`config.mk`:
```
export PLATFORM = sky130hd
export DESIGN_NAME = sbox_layer_dec_flat
export DESIGN_NICKNAME = d
export VERILOG_FILES = /design/src/rtl/sbox_layer_dec_if.sv /design/src/rtl/sbox_layer_dec.sv /design/src/flat_wrapper.sv
export SDC_FILE = /design/constraint.sdc
export NUM_CORES = 1
export LEC_CHECK = 0
export BUFFER_PORTS_ARGS = -buffer_cell sky130_fd_sc_hd__buf_2
export CORE_ASPECT_RATIO = 1.1
export CORE_MARGIN = 2
export CORE_UTILIZATION = 50
export DETAILED_ROUTE_END_ITERATION = 10
export MAX_ROUTING_LAYER = met4
export PLACE_DENSITY = 0.71
export SYNTH_ARGS = -nofsm -noshare
export SYNTH_HDL_FRONTEND = slang
export SYNTH_SLANG_ARGS = --single-unit
```
`constraint.sdc`:
```
create_clock -name clock -period 4.1 [get_ports clock]
set_input_delay 0.82 -clock clock [delete_from_list [all_inputs] [get_ports clock]]
set_output_delay 0.82 -clock clock [all_outputs]
set_load 0.01 [all_outputs]
```
`src/rtl/sbox_layer_dec_if.sv`:
```
// Block handshake between the inverse permutation stage, the inverse
// S-box layer and the round-key addition downstream.
interface sbox_layer_dec_if;
    logic [63:0] state;
    logic        enable_in;
    logic [63:0] out;
    logic        enable_out;
    logic        busy;

    modport master (
        output state,
        output enable_in,
        input  out,
        input  enable_out,
        input  busy
    );

    modport slave (
        input  state,
        input  enable_in,
        output out,
        output enable_out,
        output busy
    );
endinterface

```
`src/rtl/sbox_layer_dec.sv`:
```
// PRESENT inverse S-box layer: substitutes NIBBLES_PER_CYCLE nibbles per
// clock, least-significant group first, and strobes the finished block.
module sbox_layer_dec #(
    parameter int NIBBLES_PER_CYCLE = 4
) (
    input  logic             clock,
    input  logic             reset,
    sbox_layer_dec_if.slave  bus
);

    localparam int N  = NIBBLES_PER_CYCLE;
    localparam int P  = 16 / N;
    localparam int CW = (P > 1) ? $clog2(P) : 1;

    if (!(N == 1 || N == 2 || N == 4 || N == 8 || N == 16)) begin : g_bad_n
        $error("NIBBLES_PER_CYCLE must be 1, 2, 4, 8 or 16");
    end

    typedef enum logic {
        IDLE,
        BUSY
    } fsm_t;

    fsm_t          fsm_q, fsm_n;
    logic [63:0]   work_q, work_n;
    logic [63:0]   out_q, out_n;
    logic [CW-1:0] cnt_q, cnt_n;
    logic          eo_q, eo_n;
    logic [63:0]   sub;

    function automatic logic [3:0] inv_sbox(input logic [3:0] x);
        logic [3:0] y;
        unique case (x)
            4'h0: y = 4'h5;
            4'h1: y = 4'hE;
            4'h2: y = 4'hF;
            4'h3: y = 4'h8;
            4'h4: y = 4'hC;
            4'h5: y = 4'h1;
            4'h6: y = 4'h2;
            4'h7: y = 4'hD;
            4'h8: y = 4'hB;
            4'h9: y = 4'h4;
            4'hA: y = 4'h6;
            4'hB: y = 4'h3;
            4'hC: y = 4'h0;
            4'hD: y = 4'h7;
            4'hE: y = 4'h9;
            default: y = 4'hA;
        endcase
        return y;
    endfunction

    // Work register with only the current group replaced
    always_comb begin
        sub = work_q;
        for (int g = 0; g < P; g++) begin
            if (cnt_q == CW'(g)) begin
                for (int j = 0; j < N; j++) begin
                    sub[(g*N+j)*4 +: 4] = inv_sbox(work_q[(g*N+j)*4 +: 4]);
                end
            end
        end
    end

    always_comb begin
        fsm_n  = fsm_q;
        work_n = work_q;
        out_n  = out_q;
        cnt_n  = cnt_q;
        eo_n   = 1'b0;
        unique case (fsm_q)
            IDLE: begin
                if (bus.enable_in) begin
                    work_n = bus.state;
                    cnt_n  = '0;
                    fsm_n  = BUSY;
                end
            end
            BUSY: begin
                work_n = sub;
                if (cnt_q == CW'(P - 1)) begin
                    out_n = sub;
                    eo_n  = 1'b1;
                    cnt_n = '0;
                    fsm_n = IDLE;
                end else begin
                    cnt_n = cnt_q + CW'(1);
                end
            end
            default: fsm_n = IDLE;
        endcase
    end

    always_ff @(posedge clock or posedge reset) begin
        if (reset) begin
            fsm_q  <= IDLE;
            work_q <= '0;
            out_q  <= '0;
            cnt_q  <= '0;
            eo_q   <= 1'b0;
        end else begin
            fsm_q  <= fsm_n;
            work_q <= work_n;
            out_q  <= out_n;
            cnt_q  <= cnt_n;
            eo_q   <= eo_n;
        end
    end

    assign bus.out        = out_q;
    assign bus.enable_out = eo_q;
    assign bus.busy       = (fsm_q == BUSY);

endmodule

```
`src/flat_wrapper.sv`:
```
// flat-port wrapper written by rule: the top's interface ports become plain ports
module sbox_layer_dec_flat 
#(
    parameter int NIBBLES_PER_CYCLE = 4
)
  (clock, reset, bus_state, bus_enable_in, bus_out, bus_enable_out, bus_busy);
  sbox_layer_dec_if bus_i ();
  input  logic clock;
  input  logic reset;
  input wire logic [$bits(bus_i.state)-1:0] bus_state;
  input wire logic [$bits(bus_i.enable_in)-1:0] bus_enable_in;
  output wire logic [$bits(bus_i.out)-1:0] bus_out;
  output wire logic [$bits(bus_i.enable_out)-1:0] bus_enable_out;
  output wire logic [$bits(bus_i.busy)-1:0] bus_busy;
  assign bus_i.state = bus_state;
  assign bus_i.enable_in = bus_enable_in;
  assign bus_out = bus_i.out;
  assign bus_enable_out = bus_i.enable_out;
  assign bus_busy = bus_i.busy;
  sbox_layer_dec #(.NIBBLES_PER_CYCLE(NIBBLES_PER_CYCLE)) u_core (.clock(clock), .reset(reset), .bus(bus_i));
endmodule
```
==> run_results.csv <==
group,metric,value,unit
synth,async_flop_share,100,%
finish,antenna_cells,0,
finish,drive_gt1_share,17.3,%
synth,synth_top_flop_cell,"dfrtp_1",
global_routing,track_usage,23.2,%
place,io_buffers,132,
worst_setup_path,critPathSlowestCell,"dfrtp_4",
cts,root_buffer,"clkbuf_16",
sta,hold_ws,0.464,ns
cts,cts.sinks,132,
die,core.rowCount,51,
die,design.die.area,0.0192,mm2
worst_setup_path,criticalPathCategory,"reg -> out",
worst_setup_path,r2r_start,"u_core.cnt_q[0]",
global_routing,top_usage_layer,"met2",
worst_setup_path,end_kind,"output pin",
worst_setup_path,reg2reg_depth,5,
cts,htreeDepth,4,
sta,skew,0.00625,ns
route,drtIter0Drc,423,
route,wirelength,21100,um
route,drc_errors,0,
power,power_density,863,mW/mm2
place,gp_congestion,0.855,
synth,yosys.area.top_type,"dfrtp_1",
worst_setup_path,critPathLaunch,"u_core.bus.busy",
synth,ys_types,49,
synth,netlist_instances,1018,
route,wl_per_cell,15.6,um
worst_setup_path,crit_family,"flip-flops",
synth,seq_area_frac_synth,36.5,%
cts,ctsResizeCount,0,
sta,max_freq,0.418,GHz
finish,areaGrowthSynthToFinish,14.4,%
worst_setup_path,cpPeakStageDelay,0.89,ns
global_routing,grt_use_met1,31.1,%
synth,ys_ff_latch,132,
global_routing,use_met2,36.0,%
die,coreArea,0.0177,mm2
die,io_pins,133,
worst_hold_path,hold_path.class,"in -> async",
global_routing,grt_pass1_vias,7244,
route,drt-pass1-iter-count,5,
sta,setup_viol,0,
die,die_y,145,um
global_routing,antenna_found_initial,0,
worst_setup_path,reg2reg_setup_slack,1.73,ns
synth,synth_top_area_share,36.5,%
sta,drv_slew,0,
cts,path_clk_slew,0.06,ns
cts,hold_buffers,0,
worst_setup_path,worstPathCellList,"buf_2",
cts,cts_buffers,17,
route,routed-via-count,7439,
synth,yosysMostFrequentCell,"nand2_1",
sta,maxSlewHeadroom,26.7,%
synth,syn-num-nets,1185,
place,dpl.hpwl,14600,um
route,viasPerCell,5.49,
power,ir_worst_vdd,0.388,mV
sta,fin_crit_sh,58.3,%
global_routing,met3_usage,3.49,%
worst_setup_path,cp-start-kind,"flip-flop",
sta,finalSetupTns,0,ns
route,postRouteAntennaNets,0,
worst_setup_path,crit_fanout,60,
cts,clk_latency,0.42,ns
run_status,status,"completed",
synth,synth_edf_count,0,
global_routing,grt_start_max_net_pins,120,
power,power_leakage,5.07,nW
worst_setup_path,arrival,1.57,ns
finish,fin_nets,1271,
worst_setup_path,cp.required,3.28,ns
synth,mappedNetlistArea,0.00905,mm2
worst_setup_path,r2r_end,"u_core.work_q[57]",
cts,cts_tree,"built",
run,drv_cap,0,
sta,rsz0062_at_grt,"no",
sta,worstMarginPinSlew,1.10,ns
die,die_w,132,um
global_routing,grt_overflow,0,
cts,clk_path_buf_depth,2,
synth,synthTopCellsByArea,"dfrtp_1 (37%), ha_1 (14%), nand2_1 (6.7%)",
sta,hold_viol,0,
synth,avgSynthCellArea,8.89,um2
cts,post-cts-setup-buffers,0,
worst_setup_path,cp_num_buf_inv,1,
sta,timing.final.crit_period,2.39,ns
power,power,0.00893,W
die,start_util,51.0,%
global_routing,grt_pass1_wl,35700,um
synth,yosysWarnings,0,
synth,synth_common_cells,"nand2_1 (162), dfrtp_1 (132), ha_1 (100)",
==> logic make-up after synthesis <==
kind of cell | count (synthesis) | synth area share, %
compound gates | 300 | 22.0
fa+ha+maj | 100 | 13.8
flops | 132 | 36.5
simple gates | 306 | 15.6
buf+inv | 125 | 5.85
xor+xnor | 13 | 1.26
mux | 42 | 4.95
==> per-stage QoR <==
stage | cell area, um2 | utilization (%) | std cells | setup slack, ns
6_report | 10300 | 58.3 | 1354 | 1.71
3_3_place_gp | 9770 | 55.1 | 1323 | 1.81
5_1_grt | 10300 | 58.3 | 1354 | 1.49
4_1_cts | 10300 | 58.3 | 1354 | 1.70
3_5_place_dp | 9770 | 55.1 | 1323 | 1.74
2_1_floorplan | 9050 | - | 1018 | 1.64
==> routing by layer <==
| metal | vias up | wire length, um |
|---|---|---|
| li1 | 3727 | - |
| met2 | 160 | 9900 |
| met3 | 34 | 751 |
| met1 | 3518 | 10000 |
| met4 | 0 | 437 |
| met5 | - | 0 |
==> sequential cells by signal, indices dropped and copies added, names as in the netlist <==
| name | count |
|---|---|
| u_core.bus.busy | 1 |
| u_core.work_q | 64 |
| u_core.bus.enable_out | 1 |
| u_core.cnt_q | 2 |
| u_core.bus.out | 64 |
==> worst max-delay path by stage <==
stage	to	cells past startpoint
2_1_floorplan	u_core.bus.busy	1
3_3_place_gp	u_core.work_q[53]	5
3_5_place_dp	u_core.work_q[53]	5
4_1_cts	bus_busy	1
5_1_grt	u_core.work_q[57]	5
6_report	bus_busy	1
==> placed cells by master (no fill, tap or decap), types with 10 or more instances in the layout <==
master,Yosys,layout
a211oi_1,38,38
a21oi_1,86,86
a22oi_1,10,10
a311oi_1,13,13
buf_2,33,131
buf_4,5,14
clkbuf_16,0,17
dfrtp_1,132,131
ha_1,100,100
inv_1,44,43
mux2i_1,38,38
nand2_1,162,161
nand2b_1,16,16
nor2_1,28,28
nor2b_1,62,62
nor3_1,25,25
o211a_1,25,25
o211ai_1,10,10
o21ai_0,67,67
o21ai_1,11,11
o32ai_1,13,13
==> layout make-up <==
cell class / count / area (um2)
clock buffer: 27 / 513
clock inverter: 4 / 70.1
fill: 1619 / 7390
inverter: 47 / 180
multi-input combinational: 761 / 5220
sequential: 132 / 3310
tap: 238 / 298
timing repair buffer: 145 / 761
==> power breakdown <==
| group | switching [W] | internal [W] | leakage, nW | total (W) |
|---|---|---|---|---|
| clock | 0.000543 | 0.000971 | 0.287 | 0.00151 |
| combinational | 0.00256 | 0.00197 | 3.21 | 0.00452 |
| sequential | 0.000937 | 0.00196 | 1.58 | 0.00290 |
Power figures use the tool's default switching activity.
